<file path="config.mk">
export PLATFORM = sky130hd
export DESIGN_NAME = bus_arbiter
export DESIGN_NICKNAME = d
export VERILOG_FILES = /design/src/rtl/bus_arbiter.sv
export SDC_FILE = /design/constraint.sdc
export NUM_CORES = 1
export LEC_CHECK = 0
export ABC_AREA = 1
export CORE_ASPECT_RATIO = 0.75
export CORE_MARGIN = 1
export CORE_UTILIZATION = 27
export CTS_CLUSTER_DIAMETER = 200
export DETAILED_ROUTE_END_ITERATION = 6
export SYNTH_ARGS = -nofsm -noshare
export SYNTH_HDL_FRONTEND = slang
export SYNTH_SLANG_ARGS = --single-unit
</file>
<file path="constraint.sdc">
create_clock -name clk -period 2.82 [get_ports clk]
set_input_delay 0.705 -clock clk [delete_from_list [all_inputs] [get_ports clk]]
set_output_delay 0.705 -clock clk [all_outputs]
set_load 0.01 [all_outputs]
</file>
<file path="src/rtl/bus_arbiter.sv">
// Four-requester round-robin bus arbiter: IDLE -> ACCESS -> GRANT -> RELEASE.
// Latency: at least 4 cycles from the arbitration edge to the next arbitration; ACCESS stretches until bus_ready.
// Backpressure: bus_ready stalls ACCESS; non-winning requests stay pending. Optional ARB_TIMEOUT_EN bounds the wait.
module bus_arbiter #(
  parameter int TIMEOUT_CYC = 15
) (
  input  logic        clk,
  input  logic        reset,
  input  logic [3:0]  req,
  input  logic [3:0]  rw_in,
  input  logic [39:0] addr_in,
  input  logic [31:0] wdata_in,
  output logic [3:0]  grant,
  output logic [7:0]  rdata,
  output logic        bus_valid,
  output logic        bus_rw,
  output logic [9:0]  bus_addr,
  output logic [7:0]  bus_wdata,
  input  logic        bus_ready,
  input  logic [7:0]  bus_rdata,
  output logic        timeout_flag
);

  typedef enum logic [1:0] {IDLE, ACCESS, GRANT, RELEASE} state_t;

  state_t      state, state_nxt;
  logic [1:0]  last, last_nxt;
  logic [1:0]  win, win_nxt;
  logic [3:0]  grant_nxt;
  logic [7:0]  rdata_nxt;
  logic        bus_valid_nxt;
  logic        bus_rw_nxt;
  logic [9:0]  bus_addr_nxt;
  logic [7:0]  bus_wdata_nxt;
  logic [1:0]  pick;
  logic [1:0]  idx;
  logic        found;

`ifdef ARB_TIMEOUT_EN
  localparam int CW = (TIMEOUT_CYC < 2) ? 1 : $clog2(TIMEOUT_CYC);
  logic [CW-1:0] tcnt, tcnt_nxt;
  logic          timeout_nxt;
`endif

  // Round-robin pick: first active request starting just after the last winner.
  always_comb begin
    pick  = last;
    found = 1'b0;
    idx   = 2'd0;
    for (int k = 1; k <= 4; k++) begin
      idx = last + 2'(k);
      if (!found && req[idx]) begin
        pick  = idx;
        found = 1'b1;
      end
    end
  end

  // Next-state and next-output logic for the transaction FSM.
  always_comb begin
    state_nxt     = state;
    last_nxt      = last;
    win_nxt       = win;
    grant_nxt     = 4'b0000;
    rdata_nxt     = rdata;
    bus_valid_nxt = bus_valid;
    bus_rw_nxt    = bus_rw;
    bus_addr_nxt  = bus_addr;
    bus_wdata_nxt = bus_wdata;
`ifdef ARB_TIMEOUT_EN
    tcnt_nxt      = tcnt;
    timeout_nxt   = timeout_flag;
`endif
    case (state)
      IDLE: begin
        if (found) begin
          win_nxt       = pick;
          bus_rw_nxt    = rw_in[pick];
          bus_addr_nxt  = addr_in[pick*10 +: 10];
          bus_wdata_nxt = wdata_in[pick*8 +: 8];
          bus_valid_nxt = 1'b1;
          state_nxt     = ACCESS;
`ifdef ARB_TIMEOUT_EN
          tcnt_nxt      = '0;
`endif
        end
      end
      ACCESS: begin
        if (bus_ready) begin
          rdata_nxt     = bus_rdata;
          bus_valid_nxt = 1'b0;
          grant_nxt     = 4'b0001 << win;
          state_nxt     = GRANT;
        end
`ifdef ARB_TIMEOUT_EN
        else if (tcnt == CW'(TIMEOUT_CYC - 1)) begin
          rdata_nxt     = 8'hFF;
          bus_valid_nxt = 1'b0;
          grant_nxt     = 4'b0001 << win;
          timeout_nxt   = 1'b1;
          state_nxt     = GRANT;
        end else begin
          tcnt_nxt      = tcnt + 1'b1;
        end
`endif
      end
      GRANT: begin
        last_nxt  = win;
        state_nxt = RELEASE;
      end
      default: begin
        state_nxt = IDLE;
      end
    endcase
  end

  // State and registered outputs; reset aborts any in-flight access.
  always_ff @(posedge clk or posedge reset) begin
    if (reset) begin
      state     <= IDLE;
      last      <= 2'd3;
      win       <= 2'd0;
      grant     <= 4'b0000;
      rdata     <= 8'h00;
      bus_valid <= 1'b0;
      bus_rw    <= 1'b0;
      bus_addr  <= 10'h000;
      bus_wdata <= 8'h00;
    end else begin
      state     <= state_nxt;
      last      <= last_nxt;
      win       <= win_nxt;
      grant     <= grant_nxt;
      rdata     <= rdata_nxt;
      bus_valid <= bus_valid_nxt;
      bus_rw    <= bus_rw_nxt;
      bus_addr  <= bus_addr_nxt;
      bus_wdata <= bus_wdata_nxt;
    end
  end

`ifdef ARB_TIMEOUT_EN
  // ACCESS-cycle counter and sticky timeout indicator.
  always_ff @(posedge clk or posedge reset) begin
    if (reset) begin
      tcnt         <= '0;
      timeout_flag <= 1'b0;
    end else begin
      tcnt         <= tcnt_nxt;
      timeout_flag <= timeout_nxt;
    end
  end
`else
  assign timeout_flag = 1'b0;
`endif

endmodule

</file>
==> results.py, run 1 <==
metrics = {
    "detailed_routing": {
        "drt-pass1-iter-count": 4,
        "vias": 2740,
        "antenna_left": 0,
        "wl_per_cell_um": 14.2,
        "drc": 0,
        "vias_per_cell": 4.64,
        "dr.first_iter.drc_count": 177,
        "finalWirelength_um": 8390,
    },
    "clock_tree": {
        "cts_root_buf": "clkbuf_16",
        "clk_latency_ns": 0.28,
        "post_cts_buffers": 0,
        "numCtsBuffers": 5,
        "path_clk_slew_ns": 0.06,
        "htreeDepth": 2,
        "cts_resized": 0,
        "clockBufferDepth": 2,
        "cts_tree": "done",
        "cts.sinks": 38,
        "cts_hold_buf": 0,
    },
    "die": {
        "dieWidth_um": 117,
        "fp.dieH_um": 88.3,
        "initial_core_util_pct": 27.8,
        "rows": 31,
        "dieArea_um2": 10300,
        "io_pins": 124,
        "coreArea_um2": 9660,
    },
    "pwr": {
        "power_mw": 4.98,
        "power_density_nw_per_um2": 1210,
        "ir_drop_mv": 0.458,
        "p_leak_nw": 1.86,
    },
    "critical_path": {
        "cp-start-kind": "input pin",
        "critical_path_class": "input pin to flop",
        "worstPathRequired_ns": 3.04,
        "crit_arrival_ns": 2.49,
        "critPathMaxFanout": 19,
        "critPathCaptureType": "flop",
    },
    "timing": {
        "fin_skew_ns": 0.00688,
        "slew_headroom_pct": 65.2,
        "fmax_mhz": 440,
        "fin_crit_sh_pct": 80.6,
        "period_needed_ns": 2.27,
        "slew_viol_final": 0,
        "setup_viol": 0,
        "hold_violations": 0,
        "rsz0062_at_grt": "false",
        "tightest_slew_ns": 0.520,
        "tns_ns": 0,
    },
    "placed_design": {
        "gp_congestion": 0.817,
        "post-dp-hpwl_um": 6190,
        "port_buffers": 122,
    },
    "finish": {
        "n_antenna_cell": 0,
        "utilization_pct": 42.8,
        "nNetsFinal": 551,
        "areaGrowthSynthToFinish_pct": 54.0,
        "drive_above_1_share_pct": 16.4,
    },
    "synth": {
        "synth_fp_nets": 434,
        "synth_cell_types": 30,
        "yosys_warnings": 0,
        "ys_seq_area_share_pct": 35.5,
        "postSynthCellCount": 340,
        "netlist_area_um2": 2680,
        "syn_area_per_cell_um2": 7.89,
        "synth_seq_cells": 38,
    },
    "global_routing": {
        "grt_first_pass_wirelength_um": 12800,
        "grt_overflow": 0,
        "grt_max_degree": 39,
        "grt_pass1_vias": 2618,
        "antenna_found_initial": 0,
        "grt_usage_pct": 16.0,
    },
    "hold_path": {
        "holdCritPathClass": "flop to flop",
    },
    "run_status": {
        "status": "completed",
    },
    "run": {
        "maxCapViolCount": 0,
    },
}
[area by class of cell]
type | instances | area, um2
flip-flops and latches | 38 | 953
multi-input cells | 264 | 1490
clock buffers | 7 | 143
fillers | 978 | 5520
inverters | 16 | 60.1
clock inverters | 1 | 5.00
well taps | 132 | 165
repair buffers | 132 | 1320
[cells in the mapped netlist]
cell	n	area, um2
nand3_1	99	495
nand2_1	88	330
dfrtp_1	36	901
nand3_2	23	230
buf_2	11	55.1
inv_1	11	41.3
nand2_2	10	62.6
mux2_2	8	90.1
buf_6	6	67.6
inv_2	5	18.8
nand2_4	5	56.3
nor3_1	5	25.0
o21ai_0	5	25.0
nor2_1	4	15.0
a21oi_1	3	15.0
ha_1	3	37.5
buf_8	2	30.0
dfstp_2	2	52.6
nor2_4	2	22.5
o22ai_1	2	12.5
buf_1	1	3.75
buf_12	1	20.0
buf_4	1	7.51
conb_1	1	3.75
nand2_8	1	20.0
nand3b_1	1	7.51
nand4_1	1	6.26
nor2_2	1	6.26
nor2_8	1	20.0
o21ai_1	1	5.00
[through the flow]
stage	cells	area, um2	setup WS [ns]	hold slack [ns]
CTS	590	4130	0.528	0.480
finish	590	4130	0.547	0.479
global placement	582	3990	0.246	0.460
floorplan	340	2680	0.948	0.455
detailed placement	582	3990	0.243	0.464
global route	590	4130	0.388	0.501
[kinds of logic after synthesis]
group	share of synthesized area (%)
flops	35.5
fa+ha+maj	1.40
simple gates	48.3
mux	3.36
buf+inv	9.09
compound gates	2.14
other cells	0.140
[critical path, cell delays in order]
cell             delay (ns)
clkdlybuf4s50_1        0.44
nand2_1                0.09
nand2_1                0.11
nand2_4                0.13
nand2_8                0.07
inv_2                  0.09
nand3_2                0.08
nand2_2                0.33
nand3_1                0.16
nand3_1                0.13
nand3_1                0.08
nand2_1                0.08
[flip-flops by register name, summed over array words and instances (netlist names)]
name,cells
bus_addr,10
bus_valid,1
bus_rw,1
grant,4
rdata,8
state,2
last,2
win,2
bus_wdata,8
[where the power goes]
part	switching [mW]	internal [mW]
sequential	0.174	0.821
clock	0.208	0.350
combinational	2.01	1.42
total	2.39	2.59
[layout by cell type (no fill, tap or decap), types with 2 or more instances in the layout]
cell type | Yosys | final
a21oi_1 | 3 | 3
buf_12 | 1 | 2
buf_4 | 1 | 8
clkbuf_16 | 0 | 5
clkdlybuf4s50_1 | 0 | 122
dfrtp_1 | 36 | 36
dfstp_2 | 2 | 2
ha_1 | 3 | 3
inv_1 | 11 | 10
inv_2 | 5 | 5
mux2_2 | 8 | 8
nand2_1 | 88 | 88
nand2_2 | 10 | 10
nand2_4 | 5 | 5
nand3_1 | 99 | 99
nand3_2 | 23 | 23
nor2_1 | 4 | 4
nor2_4 | 2 | 2
nor3_1 | 5 | 5
o21ai_0 | 5 | 5
o22ai_1 | 2 | 2
[worst paths after layout]
path                        startpoint      endpoint  slack (ns)  depth (start not counted)
max                             req[2]   bus_addr[4]        0.55                         12
min                        bus_addr[5]   bus_addr[5]        0.48                          2
max reg2reg                    last[0]   bus_addr[4]        0.60                         12
min reg2reg                bus_addr[5]   bus_addr[5]        0.48                          2
max in group asynchronous        reset       last[1]        1.61                          3
min in group asynchronous        reset  bus_wdata[5]        0.85                          3
[metal layers]
layer  track usage, %  vias to the layer above  wire, um
met5                0                        -         0
met2             26.6                      102      3780
li1                 -                     1375         -
met4             2.65                        0        48
met1             21.6                     1259      3900
met3             3.63                        4       655
No activity file was read; power rests on OpenSTA's default activity.
==> inputs of run 2 (changes only) <==
==> constraint.sdc (replaced) <==
create_clock -name clk -period 2.1 [get_ports clk]
set_input_delay 0.525 -clock clk [delete_from_list [all_inputs] [get_ports clk]]
set_output_delay 0.525 -clock clk [all_outputs]
set_load 0.01 [all_outputs]
==> results.py, run 2 (synthesized netlist as in run 1, its figures left out) <==
metrics = {
    "timing": {
        "tightest_slew_ns": 0.544,
        "fmax_mhz": 495,
        "slew_viol_final": 0,
        "setup_viol": 0,
        "rsz0062_at_grt": "true",
        "period_needed_ns": 2.02,
        "slew_headroom_pct": 63.5,
        "fin_skew_ns": 0.00170,
        "fin_crit_sh_pct": 96.2,
        "hold_ws_ns": 0.477,
        "hold_violations": 0,
    },
    "critical_path": {
        "cp_top_family": "simple AND/OR/NAND/NOR gates",
        "worstPathRequired_ns": 2.27,
        "crit_buf_inv": 2,
        "crit_arrival_ns": 2.19,
        "critPathSlowestCell": "dfstp_2",
        "cp-start-kind": "flop",
        "r2r_slack_ns": 0.08,
        "critical_path_class": "flop to flop",
        "crit_chain": "buf_6, nand2_1, nand2_2, nand2_4, nand2_4, nand2_4, nor2_4, nand2_2, nand2_4, clkbuf_16, nand3_1, nand3_1, nand2_1",
        "cpPeakStageDelay_ns": 0.57,
        "critPathCaptureType": "flop",
        "critPathMaxFanout": 7,
        "crit_top_cell": "nand2_4",
    },
    "detailed_routing": {
        "drt-pass1-iter-count": 4,
        "drc": 0,
        "antenna_left": 0,
        "wl_per_cell_um": 16.7,
        "met2WireLength_um": 4770,
        "finalWirelength_um": 10200,
        "wl_met3_um": 757,
        "met1_length_um": 4560,
        "vias_per_cell": 4.86,
        "top_layer": "met4",
        "vias": 2955,
        "dr.first_iter.drc_count": 174,
    },
    "clock_tree": {
        "numCtsBuffers": 5,
        "clockBufferDepth": 2,
        "cts_root_buf": "clkbuf_16",
        "path_clk_slew_ns": 0.06,
        "cts_hold_buf": 0,
        "htreeDepth": 2,
        "cts_tree": "done",
        "clk_latency_ns": 0.28,
        "cts.sinks": 38,
    },
    "global_routing": {
        "antenna_found_initial": 0,
        "grt_pass1_vias": 2756,
        "grt_max_degree": 39,
        "grt_first_pass_wirelength_um": 13800,
        "grt_usage_pct": 17.7,
        "grt_overflow": 0,
    },
    "finish": {
        "multiInputGateArea_um2": 1570,
        "largestRegisters": "bus_addr x10, bus_wdata x8, rdata x8",
        "top_register": "bus_addr",
        "fillCellCount": 913,
        "n_antenna_cell": 0,
        "final_common_cell": "clkdlybuf4s50_1",
        "largest_register_ffs": 10,
        "final-seq-area_um2": 953,
        "final_cell_mix": "clkdlybuf4s50_1 (118), nand3_1 (96), nand2_1 (76)",
        "areaGrowthSynthToFinish_pct": 71.9,
        "utilization_pct": 47.8,
        "drive_above_1_share_pct": 22.9,
        "nNetsFinal": 569,
    },
    "die": {
        "fp.dieH_um": 88.3,
        "dieWidth_um": 117,
        "rows": 31,
        "initial_core_util_pct": 27.8,
        "coreArea_um2": 9660,
        "dieArea_um2": 10300,
        "io_pins": 124,
    },
    "pwr": {
        "p_leak_nw": 2.11,
        "p_clk_share_pct": 12.0,
        "power_frac_seq_pct": 15.5,
        "combinationalPowerShare_pct": 72.5,
        "switching_power_mw": 3.82,
        "power_density_nw_per_um2": 1850,
        "p_sw_share_pct": 44.7,
        "ir_drop_mv": 0.701,
        "p_int_mw": 4.72,
    },
    "placed_design": {
        "port_buffers": 122,
        "post-dp-hpwl_um": 6500,
        "gp_congestion": 0.825,
    },
    "run_status": {
        "status": "completed",
    },
    "hold_path": {
        "holdCritPathClass": "flop to flop",
    },
    "run": {
        "maxCapViolCount": 0,
    },
}
==> run 2: changes by cell type in the layout (fill, tap and decap cells not counted), moves of 3 or more <==
cell / change
dlymetal6s2s_1: +4
buf_12: +6
clkbuf_16: +6
buf_6: +4
nand2_2: +7
clkdlybuf4s50_1: -4
nand2_4: +5
nand2_1: -12
nand3_1: -3
==> run 2: metrics by stage <==
| stage | area [um2] | TNS (ns) | total power [mW] | cells | worst slack [ns] |
|---|---|---|---|---|---|
| after global placement | 4130 | -3.94 | 6.39 | 591 | -0.225 |
| final | 4610 | 0 | 8.54 | 608 | 0.0805 |
| after CTS | 4330 | 0 | 7.54 | 599 | 0.0436 |
| after floorplan | 2680 | 0 | 4.63 | 340 | 0.295 |
| after global routing | 4610 | -0.230 | 9.16 | 608 | -0.0356 |
| after detailed placement | 4130 | -4.89 | 6.47 | 591 | -0.260 |
==> run 2: worst paths after layout <==
check,from,endpoint,cells past startpoint
max in group asynchronous,reset,rdata[0],3
setup / recovery,last[0],bus_addr[5],13
hold / removal,bus_addr[1],bus_addr[1],2
hold reg to reg,bus_addr[1],bus_addr[1],2
setup reg to reg,last[0],bus_addr[5],13
min in group asynchronous,reset,grant[3],2
==> run 2: timing repair <==
action | CTS | global route
endpoints found under the setup margin | 0 | 21
resized for setup | 0 | 32
setup buffers | 0 | 2
==> run 2: worst reg2reg max path, delay by kind of cell (launching register included) <==
family / cells / cell delay, ns
buffers and inverters: 2 / 0.31
AND/OR/NAND/NOR: 11 / 1.03
flip-flops: 1 / 0.57
==> run 2: layer usage <==
| metal | track usage, % | vias to the layer above |
|---|---|---|
| met5 | 0 | - |
| met4 | 4.14 | 0 |
| met3 | 4.25 | 6 |
| met2 | 29.3 | 120 |
| met1 | 23.4 | 1415 |
| li1 | - | 1414 |
==> run 2: final cells by class <==
type	instances	area share, %
Multi-Input combinational cell	264	34.0
Sequential cell	38	20.7
Timing Repair Buffer	150	36.0
Clock inverter	2	1.30
Inverter	16	1.41
Tap cell	132	3.58
Clock buffer	6	3.01
==> run 2: power by group through the flow <==
stage	Combinational, mW	Clock (mW)	Sequential (mW)
after floorplan	3.21	0	1.42
after global placement	5.08	0	1.31
after detailed placement	5.14	0	1.33
after CTS	5.17	1.05	1.32
after global routing	6.72	1.08	1.36
final	6.19	1.03	1.32
==> inputs of run 3 (changes only) <==
--- a/config.mk
+++ b/config.mk
@@ -8,7 +8,7 @@
 export ABC_AREA = 1
 export CORE_ASPECT_RATIO = 0.75
 export CORE_MARGIN = 1
-export CORE_UTILIZATION = 27
+export CORE_UTILIZATION = 28
 export CTS_CLUSTER_DIAMETER = 200
 export DETAILED_ROUTE_END_ITERATION = 6
 export SYNTH_ARGS = -nofsm -noshare
==> results.py, run 3 (synthesized netlist as in run 1, its figures left out) <==
metrics = {
    "timing": {
        "hold_ws_ns": 0.477,
        "fin_ws_ns": 0.0728,
        "fin_skew_ns": 0.00602,
        "hold_violations": 0,
        "rsz0062_at_grt": "true",
        "period_needed_ns": 2.03,
        "fmax_mhz": 493,
        "fin_crit_sh_pct": 96.5,
        "slew_viol_final": 0,
        "setup_viol": 0,
    },
    "hold_path": {
        "holdCritPathClass": "flop to flop",
        "min_path_cells": 2,
        "min_from": "bus_addr[8]",
    },
    "clock_tree": {
        "cts_tree": "done",
        "cts_root_buf": "clkbuf_16",
        "cts.sinks": 38,
        "cts_hold_buf": 0,
        "numCtsBuffers": 5,
        "clockBufferDepth": 2,
        "path_clk_slew_ns": 0.06,
        "htreeDepth": 2,
        "clk_latency_ns": 0.27,
    },
    "global_routing": {
        "grt_overflow": 0,
        "grt_pass1_vias": 2757,
        "grt_first_pass_wirelength_um": 13800,
        "antenna_found_initial": 0,
        "grt_usage_pct": 17.7,
        "grt_max_degree": 23,
    },
    "finish": {
        "fillCellCount": 894,
        "multiInputGateArea_um2": 1520,
        "final-seq-area_um2": 953,
        "largest_register_ffs": 10,
        "fin_cells": 601,
        "final_common_cell": "clkdlybuf4s50_1",
        "largestRegisters": "bus_addr x10, bus_wdata x8, rdata x8",
        "areaGrowthSynthToFinish_pct": 66.4,
        "n_antenna_cell": 0,
        "drive_above_1_share_pct": 20.9,
        "top_register": "bus_addr",
        "nNetsFinal": 566,
        "utilization_pct": 48.8,
        "final_cell_mix": "clkdlybuf4s50_1 (120), nand3_1 (98), nand2_1 (81)",
    },
    "detailed_routing": {
        "wl_per_cell_um": 14.7,
        "drc": 0,
        "finalWirelength_um": 8810,
        "dr.first_iter.drc_count": 206,
        "drt-pass1-iter-count": 4,
        "vias_per_cell": 4.70,
        "antenna_left": 0,
        "vias": 2822,
    },
    "pwr": {
        "power_mw": 7.93,
        "p_sw_share_pct": 44.1,
        "p_int_mw": 4.43,
        "combinationalPowerShare_pct": 70.9,
        "p_leak_nw": 2.03,
        "power_frac_seq_pct": 16.5,
        "switching_power_mw": 3.50,
        "ir_drop_mv": 0.731,
        "power_density_nw_per_um2": 1780,
        "p_clk_share_pct": 12.6,
    },
    "critical_path": {
        "critical_path_class": "input pin to flop",
        "startpoint": "req[3]",
        "reg2reg_depth": 12,
        "crit_arrival_ns": 2.22,
        "critPathMaxFanout": 5,
        "r2r_slack_ns": 0.11,
        "worstPathRequired_ns": 2.29,
        "cp-start-kind": "input pin",
        "reg2reg_from": "last[0]",
        "critPathCaptureType": "flop",
    },
    "run": {
        "maxCapViolCount": 0,
    },
    "placed_design": {
        "port_buffers": 122,
        "gp_congestion": 0.845,
        "post-dp-hpwl_um": 6350,
        "place_inst": 587,
        "dp_slack_ns": -0.259,
    },
    "die": {
        "rows": 30,
        "fp.dieH_um": 86.8,
        "dieArea_um2": 9980,
        "coreArea_um2": 9160,
        "initial_core_util_pct": 29.3,
        "io_pins": 124,
        "dieWidth_um": 115,
    },
    "run_status": {
        "status": "completed",
    },
}
==> run 3: changes by cell type in the layout (fill, tap and decap cells not counted), sizes merged <==
| cell | previous run | this run |
|---|---|---|
| clkbuf | 12 | 8 |
| dlymetal6s2s | 4 | 2 |
| clkdlybuf4s50 | 118 | 120 |
| buf | 22 | 23 |
==> run 3: area by class of cell <==
type                            instances  area share (%)
Timing Repair Buffer                  147            35.2
Inverter                               16            1.40
Multi-Input combinational cell        264            34.0
Clock inverter                          2            1.34
Clock buffer                            6            3.11
Tap cell                              128            3.59
Sequential cell                        38            21.4
==> run 3: power by group through the flow <==
| stage | clock network [mW] | registers [mW] | logic (mW) |
|---|---|---|---|
| after floorplan | 0 | 1.42 | 3.21 |
| after global placement | 0 | 1.31 | 4.93 |
| after detailed placement | 0 | 1.32 | 4.97 |
| after CTS | 1.03 | 1.31 | 4.98 |
| after global routing | 1.06 | 1.36 | 6.17 |
| final | 1.00 | 1.31 | 5.62 |
==> run 3: what timing repair did <==
| action | in CTS | in global routing |
|---|---|---|
| endpoints found under the setup margin | 0 | 20 |
| gates resized for setup | 0 | 20 |
| buffers inserted | 0 | 4 |
==> run 3: worst paths after layout <==
check	to
max	win[1]
min	bus_addr[8]
max reg2reg	win[1]
min reg2reg	bus_addr[8]
max in group asynchronous	last[1]
min in group asynchronous	rdata[5]
==> run 3: metal layers <==
metal | GRT usage [%] | vias up | wire length, um
met4 | 1.89 | 0 | 0
met1 | 24.7 | 1321 | 4260
met5 | 0 | - | 0
met3 | 4.41 | 0 | 645
li1 | - | 1407 | -
met2 | 28.4 | 94 | 3910
==> run 3: worst max-delay path, cell delays in order <==
cell             delay (ns)
clkdlybuf4s50_1        0.51
nand2_1                0.08
nand2_2                0.11
nand2_2                0.09
nand2_4                0.07
buf_4                  0.11
nand3_2                0.09
nand3_2                0.10
nand2_4                0.10
clkbuf_16              0.17
buf_4                  0.13
o21ai_0                0.14
==> run 3: metrics by stage <==
| stage | instance area, um2 | TNS (ns) |
|---|---|---|
| after global placement | 4100 | -5.11 |
| after global routing | 4470 | -0.00216 |
| after CTS | 4300 | 0 |
| after detailed placement | 4100 | -5.33 |
| after floorplan | 2680 | 0 |
| final | 4470 | 0 |
